<file path="src/rtl/vga_timing_if.sv">
// vga_timing_if: pixel timing, colour return path and VGA connector pins between
// the timing generator (master) and the object/colour controller (slave).
interface vga_timing_if;
    logic        pix_en;
    logic [9:0]  hCount;
    logic [9:0]  vCount;
    logic        hSync;
    logic        vSync;
    logic        bright;
    logic        move_tick;
    logic [11:0] rgb_in;
    logic [3:0]  vga_r;
    logic [3:0]  vga_g;
    logic [3:0]  vga_b;
    logic        vga_hs;
    logic        vga_vs;

    modport master (
        output pix_en, hCount, vCount, hSync, vSync, bright, move_tick,
        output vga_r, vga_g, vga_b, vga_hs, vga_vs,
        input  rgb_in
    );

    modport slave (
        input  pix_en, hCount, vCount, hSync, vSync, bright, move_tick,
        input  vga_r, vga_g, vga_b, vga_hs, vga_vs,
        output rgb_in
    );
endinterface

</file>
<file path="src/rtl/vga_timing_gen.sv">
// vga_timing_gen: VGA sync/counter generator with frame-rate move_tick and a
// one-pixel registered output stage for blanked colour and sync pins.
module vga_timing_gen #(
    parameter int DIV         = 4,
    parameter int H_TOTAL     = 800,
    parameter int H_SYNC      = 96,
    parameter int H_ACT_START = 144,
    parameter int H_ACT_END   = 784,
    parameter int V_TOTAL     = 525,
    parameter int V_SYNC      = 2,
    parameter int V_ACT_START = 35,
    parameter int V_ACT_END   = 515,
    parameter int FRAME_DIV   = 1
) (
    input  logic         clk,
    input  logic         rst,
    vga_timing_if.master bus
);
    localparam int DW = (DIV > 1) ? $clog2(DIV) : 1;
    localparam logic [DW-1:0] DIV_LAST = DW'(DIV - 1);
    localparam logic [9:0] H_LAST = 10'(H_TOTAL - 1);
    localparam logic [9:0] V_LAST = 10'(V_TOTAL - 1);
    localparam logic [9:0] HS_W   = 10'(H_SYNC);
    localparam logic [9:0] VS_W   = 10'(V_SYNC);
    localparam logic [9:0] HA_S   = 10'(H_ACT_START);
    localparam logic [9:0] HA_E   = 10'(H_ACT_END);
    localparam logic [9:0] VA_S   = 10'(V_ACT_START);
    localparam logic [9:0] VA_E   = 10'(V_ACT_END);
    localparam logic [7:0] FD_LAST = 8'(FRAME_DIV - 1);

    logic [DW-1:0] div_cnt_q, div_cnt_d;
    logic [9:0]    h_cnt_q, h_cnt_d;
    logic [9:0]    v_cnt_q, v_cnt_d;
    logic [7:0]    frame_cnt_q, frame_cnt_d;
    logic          move_tick_q, move_tick_d;
    logic [11:0]   rgb_q, rgb_d;
    logic          hs_q, vs_q;
    logic          pix_en, h_wrap, v_wrap, frame_wrap, h_sync, v_sync, bright;

    assign pix_en     = div_cnt_q == DIV_LAST;
    assign h_wrap     = h_cnt_q == H_LAST;
    assign v_wrap     = v_cnt_q == V_LAST;
    assign frame_wrap = h_wrap && v_wrap;
    assign h_sync     = h_cnt_q >= HS_W;
    assign v_sync     = v_cnt_q >= VS_W;
    assign bright     = (h_cnt_q >= HA_S) && (h_cnt_q < HA_E) &&
                        (v_cnt_q >= VA_S) && (v_cnt_q < VA_E);

    always_comb begin
        div_cnt_d   = pix_en ? '0 : div_cnt_q + DW'(1);
        h_cnt_d     = h_wrap ? '0 : h_cnt_q + 10'd1;
        v_cnt_d     = !h_wrap ? v_cnt_q : (v_wrap ? '0 : v_cnt_q + 10'd1);
        frame_cnt_d = !frame_wrap ? frame_cnt_q :
                      (frame_cnt_q == FD_LAST ? '0 : frame_cnt_q + 8'd1);
        // Tick is a plain clk-domain pulse so it stays one clk wide for any DIV.
        move_tick_d = pix_en && frame_wrap && (frame_cnt_q == FD_LAST);
        rgb_d       = bright ? bus.rgb_in : 12'h000;
    end

    always_ff @(posedge clk or posedge rst) begin
        if (rst) begin
            div_cnt_q   <= '0;
            h_cnt_q     <= '0;
            v_cnt_q     <= '0;
            frame_cnt_q <= '0;
            move_tick_q <= 1'b0;
            rgb_q       <= '0;
            hs_q        <= 1'b1;
            vs_q        <= 1'b1;
        end else begin
            div_cnt_q   <= div_cnt_d;
            move_tick_q <= move_tick_d;
            if (pix_en) begin
                h_cnt_q     <= h_cnt_d;
                v_cnt_q     <= v_cnt_d;
                frame_cnt_q <= frame_cnt_d;
                rgb_q       <= rgb_d;
                hs_q        <= h_sync;
                vs_q        <= v_sync;
            end
        end
    end

    assign bus.pix_en    = pix_en;
    assign bus.hCount    = h_cnt_q;
    assign bus.vCount    = v_cnt_q;
    assign bus.hSync     = h_sync;
    assign bus.vSync     = v_sync;
    assign bus.bright    = bright;
    assign bus.move_tick = move_tick_q;
    assign bus.vga_r     = rgb_q[11:8];
    assign bus.vga_g     = rgb_q[7:4];
    assign bus.vga_b     = rgb_q[3:0];
    assign bus.vga_hs    = hs_q;
    assign bus.vga_vs    = vs_q;
endmodule

</file>
<file path="src/flat_wrapper.sv">
// flat-port wrapper written by rule: the top's interface ports become plain ports
module vga_timing_gen_flat 
#(
    parameter int DIV         = 4,
    parameter int H_TOTAL     = 800,
    parameter int H_SYNC      = 96,
    parameter int H_ACT_START = 144,
    parameter int H_ACT_END   = 784,
    parameter int V_TOTAL     = 525,
    parameter int V_SYNC      = 2,
    parameter int V_ACT_START = 35,
    parameter int V_ACT_END   = 515,
    parameter int FRAME_DIV   = 1
)
  (clk, rst, bus_pix_en, bus_hCount, bus_vCount, bus_hSync, bus_vSync, bus_bright, bus_move_tick, bus_vga_r, bus_vga_g, bus_vga_b, bus_vga_hs, bus_vga_vs, bus_rgb_in);
  vga_timing_if bus_i ();
  input  logic clk;
  input  logic rst;
  output wire logic [$bits(bus_i.pix_en)-1:0] bus_pix_en;
  output wire logic [$bits(bus_i.hCount)-1:0] bus_hCount;
  output wire logic [$bits(bus_i.vCount)-1:0] bus_vCount;
  output wire logic [$bits(bus_i.hSync)-1:0] bus_hSync;
  output wire logic [$bits(bus_i.vSync)-1:0] bus_vSync;
  output wire logic [$bits(bus_i.bright)-1:0] bus_bright;
  output wire logic [$bits(bus_i.move_tick)-1:0] bus_move_tick;
  output wire logic [$bits(bus_i.vga_r)-1:0] bus_vga_r;
  output wire logic [$bits(bus_i.vga_g)-1:0] bus_vga_g;
  output wire logic [$bits(bus_i.vga_b)-1:0] bus_vga_b;
  output wire logic [$bits(bus_i.vga_hs)-1:0] bus_vga_hs;
  output wire logic [$bits(bus_i.vga_vs)-1:0] bus_vga_vs;
  input wire logic [$bits(bus_i.rgb_in)-1:0] bus_rgb_in;
  assign bus_pix_en = bus_i.pix_en;
  assign bus_hCount = bus_i.hCount;
  assign bus_vCount = bus_i.vCount;
  assign bus_hSync = bus_i.hSync;
  assign bus_vSync = bus_i.vSync;
  assign bus_bright = bus_i.bright;
  assign bus_move_tick = bus_i.move_tick;
  assign bus_vga_r = bus_i.vga_r;
  assign bus_vga_g = bus_i.vga_g;
  assign bus_vga_b = bus_i.vga_b;
  assign bus_vga_hs = bus_i.vga_hs;
  assign bus_vga_vs = bus_i.vga_vs;
  assign bus_i.rgb_in = bus_rgb_in;
  vga_timing_gen #(.DIV(DIV), .H_TOTAL(H_TOTAL), .H_SYNC(H_SYNC), .H_ACT_START(H_ACT_START), .H_ACT_END(H_ACT_END), .V_TOTAL(V_TOTAL), .V_SYNC(V_SYNC), .V_ACT_START(V_ACT_START), .V_ACT_END(V_ACT_END), .FRAME_DIV(FRAME_DIV)) u_core (.clk(clk), .rst(rst), .bus(bus_i));
endmodule
</file>
<file path="config.mk">
export PLATFORM = sky130hd
export DESIGN_NAME = vga_timing_gen_flat
export DESIGN_NICKNAME = d
export VERILOG_FILES = /design/src/rtl/vga_timing_if.sv /design/src/rtl/vga_timing_gen.sv /design/src/flat_wrapper.sv
export SDC_FILE = /design/constraint.sdc
export NUM_CORES = 1
export LEC_CHECK = 0
export CAP_MARGIN = 20
export CORE_ASPECT_RATIO = 0.5
export CORE_MARGIN = 2
export CORE_UTILIZATION = 46
export CTS_BUF_LIST = sky130_fd_sc_hd__clkbuf_4 sky130_fd_sc_hd__clkbuf_8 sky130_fd_sc_hd__clkbuf_16
export DETAILED_ROUTE_END_ITERATION = 16
export PLACE_DENSITY_LB_ADDON = 0.2
export SYNTH_ARGS = -nofsm -noshare
export SYNTH_HDL_FRONTEND = slang
export SYNTH_SLANG_ARGS = --single-unit
export TNS_END_PERCENT = 1
</file>
<file path="constraint.sdc">
create_clock -name clk -period 4.85 [get_ports clk]
set_input_delay 1.455 -clock clk [delete_from_list [all_inputs] [get_ports clk]]
set_output_delay 1.455 -clock clk [all_outputs]
set_load 0.03 [all_outputs]
</file>
==> flow_summary.html, run 1 <==
<table>
<tr><th>Metric</th><th>Value</th></tr>
<tr><th colspan="2">Detailed routing</th></tr>
<tr><td>Total vias in the final route</td><td>around 1900</td></tr>
<tr><td>Number of DRC markers after the initial detailed-route iteration</td><td>84</td></tr>
<tr><td>DRC</td><td>0</td></tr>
<tr><td>Via count normalized by instance count</td><td>approximately 5.4</td></tr>
<tr><td>First drt pass iteration count</td><td>4</td></tr>
<tr><td>Final antenna-violating net count</td><td>0</td></tr>
<tr><td>Wire per inst</td><td>14.8 um</td></tr>
<tr><td>Final routed wirelength across all metal layers</td><td>approximately 5100 um</td></tr>
<tr><th colspan="2">Floorplanning</th></tr>
<tr><td>Die span in x</td><td>104 um</td></tr>
<tr><td>Die H</td><td>54.0 um</td></tr>
<tr><td>Top-level I/O count</td><td>53</td></tr>
<tr><td>Row count</td><td>18</td></tr>
<tr><td>Starting Density</td><td>0.473</td></tr>
<tr><td>Std-Cell Core Area</td><td>4860 sq um</td></tr>
<tr><td>Area of the die</td><td>approximately 5600 sq um</td></tr>
<tr><th colspan="2">Global route</th></tr>
<tr><td>Total congestion overflow after global routing</td><td>0</td></tr>
<tr><td>Via count of the first global-routing pass</td><td>1726</td></tr>
<tr><td>Maximum number of pins on one net before global-route repair</td><td>37</td></tr>
<tr><td>Antenna violations before repair</td><td>0</td></tr>
<tr><td>First-pass GRT wire length</td><td>slightly above 8000 um</td></tr>
<tr><td>Overall fraction of global-route tracks in use</td><td>0.189</td></tr>
<tr><th colspan="2">Timing</th></tr>
<tr><td>Final setup violation count</td><td>0</td></tr>
<tr><td>Time the worst path needs with I/O delays and setup</td><td>slightly below 4000 ps</td></tr>
<tr><td>Maximum clock rate</td><td>253 MHz</td></tr>
<tr><td>Worst relative slew slack</td><td>0.583</td></tr>
<tr><td>Number of pins with negative max-slew slack in the final report</td><td>0</td></tr>
<tr><td>Setup repair after global routing missed its margin</td><td>false</td></tr>
<tr><td>Setup TNS</td><td>0 ps</td></tr>
<tr><td>Final cycle utilization of the critical path</td><td>0.815</td></tr>
<tr><td>Hold Slack</td><td>roughly 440 ps</td></tr>
<tr><td>Post-Route Skew</td><td>about 7.3 ps</td></tr>
<tr><td>Actual slew at the worst max-slew pin</td><td>just over 600 ps</td></tr>
<tr><td>Hold Vio Cnt, Final</td><td>0</td></tr>
<tr><th colspan="2">Critical path</th></tr>
<tr><td>Cells traversed along the worst timing path</td><td>ha_1 -&gt; o41a_1 -&gt; o41ai_1 -&gt; a21oi_1 -&gt; buf_4 -&gt; clkdlybuf4s50_1</td></tr>
<tr><td>Crit path buffers/inverters</td><td>2</td></tr>
<tr><td>CP max FO</td><td>13</td></tr>
<tr><td>Delay of the slowest cell on the worst path</td><td>600 ps</td></tr>
<tr><td>Required time reported for the critical path endpoint</td><td>3390 ps</td></tr>
<tr><td>Sort of element at the start of the critical path</td><td>flop</td></tr>
<tr><td>Endpoint arrival time on the critical path</td><td>2500 ps</td></tr>
<tr><td>Slowest CP cell</td><td>sky130_fd_sc_hd__clkdlybuf4s50_1</td></tr>
<tr><td>Gate family responsible for the most delay along the worst path</td><td>buffers and inverters</td></tr>
<tr><td>CP Class</td><td>reg2out</td></tr>
<tr><td>Critical path capture point type</td><td>primary output</td></tr>
<tr><th colspan="2">Clocking</th></tr>
<tr><td>Maximum level of the CTS H-tree</td><td>2</td></tr>
<tr><td>Inserted Clock Buffers</td><td>5</td></tr>
<tr><td>Clock insertion delay at the later pin of the skew report</td><td>approximately 300 ps</td></tr>
<tr><td>Number of buffers inserted to repair setup after CTS</td><td>0</td></tr>
<tr><td>Clock tree from TritonCTS</td><td>yes</td></tr>
<tr><td>Number of buffers inserted for hold repair after clock tree synthesis</td><td>0</td></tr>
<tr><td>Clock Root Buffer</td><td>sky130_fd_sc_hd__clkbuf_8</td></tr>
<tr><td>CTS-repair resized insts</td><td>0</td></tr>
<tr><td>Post-CTS clock slew at the launch and capture registers of the worst setup and hold paths</td><td>~80 ps</td></tr>
<tr><td>Number of buffers on the longest clock path</td><td>2</td></tr>
<tr><td>Sink count of the clock tree</td><td>45</td></tr>
<tr><th colspan="2">Cells and area</th></tr>
<tr><td>Final cell count without fillers</td><td>roughly 340</td></tr>
<tr><td>Area delta synth-&gt;final</td><td>30.1%</td></tr>
<tr><td>Antenna diode count</td><td>0</td></tr>
<tr><td>Net total in the final layout</td><td>approximately 290</td></tr>
<tr><td>Layout cell share with drive strength beyond 1</td><td>0.144</td></tr>
<tr><td>Final instance area</td><td>2990 sq um</td></tr>
<tr><th colspan="2">Status</th></tr>
<tr><td>Status</td><td>completed</td></tr>
<tr><th colspan="2">Synthesis</th></tr>
<tr><td>Yosys warning count</td><td>0</td></tr>
<tr><td>Top-count cell post-synth</td><td>sky130_fd_sc_hd__dfrtp_1</td></tr>
<tr><td>Cell count after synthesis</td><td>roughly 220</td></tr>
<tr><td>Most common flop cell mapped by yosys</td><td>sky130_fd_sc_hd__dfrtp_1</td></tr>
<tr><td>Area share of the largest cell type after synthesis</td><td>0.468</td></tr>
<tr><td>Post-synth EDFFs</td><td>0</td></tr>
<tr><td>Fraction of the yosys area taken by sequential cells</td><td>0.490</td></tr>
<tr><td>Fraction of registers with async set/reset</td><td>1.00</td></tr>
<tr><td>Cell area after synthesis</td><td>around 2300 sq um</td></tr>
<tr><td>Library cell occupying the most area in the post-synthesis netlist</td><td>sky130_fd_sc_hd__dfrtp_1</td></tr>
<tr><td>Number of nets in the synthesized netlist</td><td>243</td></tr>
<tr><td>Cell variety after synth</td><td>46</td></tr>
<tr><td>Leading cell types by count after synthesis</td><td>43 x sky130_fd_sc_hd__dfrtp_1, 16 x sky130_fd_sc_hd__nand2_1</td></tr>
<tr><td>Main area contributors after synthesis</td><td>sky130_fd_sc_hd__dfrtp_1 47%, sky130_fd_sc_hd__a31o_2 4.6%, sky130_fd_sc_hd__ha_1 4.4%, sky130_fd_sc_hd__nor2b_1 3.3%, sky130_fd_sc_hd__nand3_1 2.6%</td></tr>
<tr><td>Register bit count reported by yosys</td><td>45</td></tr>
<tr><td>Avg Inst Size Synth</td><td>10.4 sq um</td></tr>
<tr><th colspan="2">Power and ir drop</th></tr>
<tr><td>Pleak</td><td>between 0.001 and 0.0015 uW</td></tr>
<tr><td>Power per cell area</td><td>228 nW/um^2</td></tr>
<tr><td>Maximum resistive drop on vdd</td><td>approximately 0.12 mV</td></tr>
<tr><td>Power consumption</td><td>around 680 uW</td></tr>
<tr><th colspan="2">Place</th></tr>
<tr><td>Post-placement cell area</td><td>2880 sq um</td></tr>
<tr><td>Number of instances in the placed design</td><td>around 330</td></tr>
<tr><td>Gp weighted congestion</td><td>between 0.8 and 0.9</td></tr>
<tr><td>Input/output buffers</td><td>52</td></tr>
<tr><td>Total half-perimeter wirelength after legalization and detailed placement</td><td>3580 um</td></tr>
<tr><th colspan="2">Job</th></tr>
<tr><td>Number of violations of the max-capacitance limit</td><td>0</td></tr>
<tr><th colspan="2">Min path</th></tr>
<tr><td>Kind of path behind the tightest hold check</td><td>reg2reg</td></tr>
</table>
## logic make-up after synthesis
group                    Yosys count  share of synthesized area
XOR/XNOR                          12                     0.0457
flip-flops                        45                      0.490
buffers and inverters             26                     0.0484
AO/OA/AOI/OAI                     37                      0.114
AND/OR/NAND/NOR                   85                      0.219
adder cells (fa/ha/maj)            8                     0.0435
multiplexers                       8                     0.0397
## worst paths after layout
check | from | endpoint | slack (ps) | cells after the start
min in group asynchronous | rst | u_core.rgb_q[5] | 1450 | 2
hold reg to reg | u_core.div_cnt_q[0] | u_core.div_cnt_q[0] | 440 | 1
hold / removal | u_core.div_cnt_q[0] | u_core.div_cnt_q[0] | 440 | 1
setup / recovery | u_core.bus.vCount[0] | bus_bright | 900 | 6
setup reg to reg | u_core.div_cnt_q[0] | u_core.frame_cnt_q[0] | 2130 | 6
max in group asynchronous | rst | u_core.bus.vga_hs | 2630 | 3
## placed cells by master, fill, tap and decap left out, types with 2 or more instances in the layout
cell type	n
sky130_fd_sc_hd__o21ai_0	6
sky130_fd_sc_hd__and3_1	5
sky130_fd_sc_hd__clkdlybuf4s50_1	52
sky130_fd_sc_hd__nor3_1	5
sky130_fd_sc_hd__nor4b_1	2
sky130_fd_sc_hd__nor4_2	3
sky130_fd_sc_hd__nand4_1	9
sky130_fd_sc_hd__xnor2_1	6
sky130_fd_sc_hd__nor4_1	2
sky130_fd_sc_hd__dfrtp_1	43
sky130_fd_sc_hd__mux2_2	5
sky130_fd_sc_hd__mux2i_1	2
sky130_fd_sc_hd__nand3_1	12
sky130_fd_sc_hd__o22ai_1	3
sky130_fd_sc_hd__nor3b_1	2
sky130_fd_sc_hd__nand2_1	16
sky130_fd_sc_hd__a21oi_1	8
sky130_fd_sc_hd__nor2b_1	12
sky130_fd_sc_hd__ha_1	8
sky130_fd_sc_hd__nor3_2	2
sky130_fd_sc_hd__inv_1	11
sky130_fd_sc_hd__a31o_2	12
sky130_fd_sc_hd__nor2_1	7
sky130_fd_sc_hd__dfstp_2	2
sky130_fd_sc_hd__xor2_1	6
sky130_fd_sc_hd__clkbuf_8	5
sky130_fd_sc_hd__buf_4	4
## per-stage QoR
stage	utilization	worst slack [ps]
after CTS	0.615	871
after detailed placement	0.592	1200
after floorplan	-	1700
after global placement	0.592	1250
after global routing	0.615	815
final	0.615	896
## worst register-to-register path: cells and delay by family, from the launching register on
| family | cells | cell delay, ps |
|---|---|---|
| buf+inv | 1 | 340 |
| mux | 1 | 290 |
| simple gates | 3 | 1440 |
| flops | 1 | 360 |
| fa+ha+maj | 1 | 190 |
## per-layer routing
layer / share of wire / wire length [um] / vias up / global-route usage
met5: 0 / 0 / - / 0
met2: 0.50 / 2530 / 54 / 0.349
li1: - / - / 885 / -
met4: 0.014 / 69 / 0 / 0.0608
met3: 0.046 / 232 / 13 / 0.0436
met1: 0.44 / 2230 / 903 / 0.229
## final cells by class
| class | count | area (sq um) |
|---|---|---|
| clock buffer | 6 | 76.3 |
| clock inverter | 2 | 38.8 |
| fill | 424 | 1870 |
| inverter | 12 | 45.0 |
| multi-input combinational | 150 | 1070 |
| sequential | 45 | 1130 |
| tap | 70 | 87.6 |
| timing repair buffer | 56 | 551 |
## state kept, by name (all words and copies together), names as in the netlist
name,count
u_core.rgb_q,12
u_core.bus.hCount,10
u_core.bus.vCount,10
u_core.frame_cnt_q,8
u_core.div_cnt_q,2
u_core.bus.move_tick,1
u_core.bus.vga_hs,1
u_core.bus.vga_vs,1
## report_power, final
part | internal, uW | switching (uW) | total, uW
Combinational | 9.70 | 8.92 | 18.6
Clock | 160 | 130 | 290
Sequential | 375 | 0 | 375
Power figures use the tool's default switching activity.
==> run 2: changes to the inputs <==
==> constraint.sdc (replaced) <==
create_clock -name clk -period 3.7 [get_ports clk]
set_input_delay 1.11 -clock clk [delete_from_list [all_inputs] [get_ports clk]]
set_output_delay 1.11 -clock clk [all_outputs]
set_load 0.03 [all_outputs]
==> run 2 against run 1 <==
- register-to-register slack got worse by 1000 ps
- sequential power is 31% higher
- combinational power is 50% higher
- worst hold slack got worse by 1.4 ps
- clock-buffer cell count decreased by 1
- via count decreased by 0.70%
- highest routed layer unchanged
- critical path depth shrank 2
- worst setup slack worse by 720 ps
- clock skew up 6.2 ps
==> flow_summary.html, run 2 (same netlist as run 1, synthesis figures left out) <==
<table>
<tr><th>Metric</th><th>Value</th></tr>
<tr><th colspan="2">Status</th></tr>
<tr><td>Status</td><td>completed</td></tr>
<tr><th colspan="2">Power and ir drop</th></tr>
<tr><td>Switching share of power</td><td>0.229 (+0.0261)</td></tr>
<tr><td>Pleak</td><td>0.00131 uW (about the same)</td></tr>
<tr><td>Net switching power</td><td>192 uW (+38%)</td></tr>
<tr><td>Maximum resistive drop on vdd</td><td>0.167 mV (+43%)</td></tr>
<tr><td>Power per cell area</td><td>278 nW/um^2 (+22%)</td></tr>
<tr><td>Cell internal power dissipation</td><td>644 uW (+18%)</td></tr>
<tr><td>Clock Power Share</td><td>0.378 (-0.047)</td></tr>
<tr><td>Share of power burned in combinational logic</td><td>0.033 (+0.006)</td></tr>
<tr><td>Relative contribution of sequential cells to total power</td><td>0.589 (+0.041)</td></tr>
<tr><th colspan="2">Global route</th></tr>
<tr><td>Total congestion overflow after global routing</td><td>0 (unchanged)</td></tr>
<tr><td>Maximum number of pins on one net before global-route repair</td><td>27 (-27%)</td></tr>
<tr><td>Via count of the first global-routing pass</td><td>1721 (-0.29%)</td></tr>
<tr><td>First-pass GRT wire length</td><td>8300 um (+1.3%)</td></tr>
<tr><td>Antenna violations before repair</td><td>0 (unchanged)</td></tr>
<tr><td>Overall fraction of global-route tracks in use</td><td>0.189 (about the same)</td></tr>
<tr><th colspan="2">Floorplanning</th></tr>
<tr><td>Std-Cell Core Area</td><td>4860 sq um (unchanged)</td></tr>
<tr><td>Row count</td><td>18 (unchanged)</td></tr>
<tr><td>Starting Density</td><td>0.473 (unchanged)</td></tr>
<tr><td>Die H</td><td>54.0 um (unchanged)</td></tr>
<tr><td>Top-level I/O count</td><td>53 (unchanged)</td></tr>
<tr><td>Area of the die</td><td>5620 sq um (unchanged)</td></tr>
<tr><td>Die span in x</td><td>104 um (unchanged)</td></tr>
<tr><th colspan="2">Clocking</th></tr>
<tr><td>Clock tree from TritonCTS</td><td>yes</td></tr>
<tr><td>Number of buffers inserted to repair setup after CTS</td><td>0 (unchanged)</td></tr>
<tr><td>Number of buffers inserted for hold repair after clock tree synthesis</td><td>0 (unchanged)</td></tr>
<tr><td>Clock Root Buffer</td><td>sky130_fd_sc_hd__clkbuf_8</td></tr>
<tr><td>Maximum level of the CTS H-tree</td><td>2 (unchanged)</td></tr>
<tr><td>Sink count of the clock tree</td><td>45 (unchanged)</td></tr>
<tr><td>Number of buffers on the longest clock path</td><td>2 (unchanged)</td></tr>
<tr><td>Clock insertion delay at the later pin of the skew report</td><td>300 ps (about the same)</td></tr>
<tr><td>Post-CTS clock slew at the launch and capture registers of the worst setup and hold paths</td><td>100 ps (+20 ps)</td></tr>
<tr><td>Inserted Clock Buffers</td><td>5 (unchanged)</td></tr>
<tr><td>CTS-repair resized insts</td><td>0 (unchanged)</td></tr>
<tr><th colspan="2">Cells and area</th></tr>
<tr><td>Net total in the final layout</td><td>294 (+0.68%)</td></tr>
<tr><td>Register name with the most flops</td><td>u_core.rgb_q</td></tr>
<tr><td>Number of flip-flops in the largest register</td><td>12 (unchanged)</td></tr>
<tr><td>Fillers</td><td>432 (+1.9%)</td></tr>
<tr><td>Most common library cell in the layout ignoring fill and taps</td><td>sky130_fd_sc_hd__clkdlybuf4s50_1</td></tr>
<tr><td>Layout cell share with drive strength beyond 1</td><td>0.150 (+0.00627)</td></tr>
<tr><td>Antenna diode count</td><td>0 (unchanged)</td></tr>
<tr><td>Leading cell types in the layout, fill and taps excluded</td><td>52 x sky130_fd_sc_hd__clkdlybuf4s50_1, 43 x sky130_fd_sc_hd__dfrtp_1, 16 x sky130_fd_sc_hd__nand2_1</td></tr>
<tr><td>Area delta synth-&gt;final</td><td>30.4%</td></tr>
<tr><td>Final cell count without fillers</td><td>343 (+0.59%)</td></tr>
<tr><th colspan="2">Timing</th></tr>
<tr><td>Final cycle utilization of the critical path</td><td>0.953</td></tr>
<tr><td>Number of pins with negative max-slew slack in the final report</td><td>0 (unchanged)</td></tr>
<tr><td>Worst relative slew slack</td><td>0.564 (-0.0194)</td></tr>
<tr><td>Time the worst path needs with I/O delays and setup</td><td>3530 ps</td></tr>
<tr><td>Final setup violation count</td><td>0 (unchanged)</td></tr>
<tr><td>Setup repair after global routing missed its margin</td><td>false</td></tr>
<tr><td>Hold Vio Cnt, Final</td><td>0 (unchanged)</td></tr>
<tr><td>Maximum clock rate</td><td>roughly 280 MHz</td></tr>
<tr><td>Setup TNS</td><td>0 ps (unchanged)</td></tr>
<tr><td>Actual slew at the worst max-slew pin</td><td>645 ps (+28.7 ps)</td></tr>
<tr><td>Post-Route Skew</td><td>13.5 ps (+6.21 ps)</td></tr>
<tr><th colspan="2">Place</th></tr>
<tr><td>Input/output buffers</td><td>52 (unchanged)</td></tr>
<tr><td>Gp weighted congestion</td><td>0.806 (about the same)</td></tr>
<tr><td>Number of instances in the placed design</td><td>334 (+0.30%)</td></tr>
<tr><td>Total half-perimeter wirelength after legalization and detailed placement</td><td>3620 um (+1.1%)</td></tr>
<tr><th colspan="2">Critical path</th></tr>
<tr><td>Worst Reg-to-Reg Cells</td><td>5 (-1)</td></tr>
<tr><td>Sort of element at the start of the critical path</td><td>flop</td></tr>
<tr><td>Slowest CP cell</td><td>sky130_fd_sc_hd__clkdlybuf4s50_1</td></tr>
<tr><td>Required time reported for the critical path endpoint</td><td>2590 ps (-800 ps)</td></tr>
<tr><td>Gate family responsible for the most delay along the worst path</td><td>buffers and inverters</td></tr>
<tr><td>Delay of the slowest cell on the worst path</td><td>740 ps (+140 ps)</td></tr>
<tr><td>Count of cell instances traversed by the critical path</td><td>4 (-2)</td></tr>
<tr><td>Cells traversed along the worst timing path</td><td>nor4_2 -&gt; nand4_1 -&gt; a21oi_1 -&gt; clkdlybuf4s50_1</td></tr>
<tr><td>CP max FO</td><td>5 (-8)</td></tr>
<tr><td>CP Class</td><td>reg2out</td></tr>
<tr><td>Endpoint arrival time on the critical path</td><td>2420 ps (-80 ps)</td></tr>
<tr><td>Crit path buffers/inverters</td><td>1 (-1)</td></tr>
<tr><td>Critical path capture point type</td><td>primary output</td></tr>
<tr><th colspan="2">Detailed routing</th></tr>
<tr><td>First drt pass iteration count</td><td>4 (unchanged)</td></tr>
<tr><td>Final antenna-violating net count</td><td>0 (unchanged)</td></tr>
<tr><td>Via count normalized by instance count</td><td>5.37 (-1.3%)</td></tr>
<tr><td>Number of DRC markers after the initial detailed-route iteration</td><td>72 (-14%)</td></tr>
<tr><td>Total vias in the final route</td><td>1842 (-0.70%)</td></tr>
<tr><td>DRC</td><td>0 (unchanged)</td></tr>
<tr><td>Wire per inst</td><td>14.6 um (-1.6%)</td></tr>
<tr><td>Final routed wirelength across all metal layers</td><td>5010 um (-1.0%)</td></tr>
<tr><th colspan="2">Min path</th></tr>
<tr><td>Kind of path behind the tightest hold check</td><td>reg2reg</td></tr>
<tr><td>Worst hold path cell count</td><td>1 (unchanged)</td></tr>
<tr><th colspan="2">Job</th></tr>
<tr><td>Number of violations of the max-capacitance limit</td><td>0 (unchanged)</td></tr>
</table>
run 2: cell types whose count changed in the layout (fill, tap and decap cells not counted), sizes merged:
cell,delta
inv,+1
buf,+2
clkbuf,-1
clkinvlp,+1
bufinv,-1
run 2: worst paths after layout:
path | slack [ps] | from | to
worst min register to register | 430 | u_core.div_cnt_q[0] | u_core.div_cnt_q[0]
worst max register to register | 1100 | u_core.div_cnt_q[0] | u_core.frame_cnt_q[0]
worst min-delay path | 430 | u_core.div_cnt_q[0] | u_core.div_cnt_q[0]
worst max-delay path | 170 | u_core.bus.vCount[6] | bus_bright
max in group asynchronous | 2160 | rst | u_core.frame_cnt_q[6]
min in group asynchronous | 960 | rst | u_core.rgb_q[5]
run 2: area by class of cell:
cell class / instances / area, sq um / share of cell area
Timing Repair Buffer: 58 / 578 / 0.193
Sequential cell: 45 / 1130 / 0.376
Multi-Input combinational cell: 150 / 1070 / 0.356
Clock buffer: 5 / 68.8 / 0.0229
Tap cell: 70 / 87.6 / 0.0292
Inverter: 12 / 45.0 / 0.0150
Clock inverter: 3 / 25.0 / 0.00834
run 2: metal layers:
metal  share of wire  vias to the layer above  global-route usage
met1            0.47                      916               0.242
met5               0                        -                   0
met2            0.49                       34               0.336
met4          0.0028                        0              0.0338
met3           0.038                        4              0.0521
li1                -                      888                   -
run 2: power by group through the flow:
stage / Clock [uW] / Combinational, uW / Sequential [uW]
after floorplan: 0 / 7.26 / 501
final: 316 / 27.9 / 491
after CTS: 323 / 26.2 / 492
after global placement: 0 / 25.9 / 501
after detailed placement: 0 / 26.3 / 501
after global routing: 354 / 31.2 / 492
run 2: stage by stage:
stage | setup slack [ps] | utilization | power, uW | cell area [sq um] | hold WS [ps]
final | 174 | 0.617 | 835 | 3000 | 435
after global routing | 51.4 | 0.617 | 877 | 3000 | 448
after CTS | 170 | 0.613 | 841 | 2980 | 437
after detailed placement | 521 | 0.593 | 527 | 2890 | 423
after global placement | 553 | 0.593 | 527 | 2890 | 416
after floorplan | 890 | - | 508 | 2300 | 403
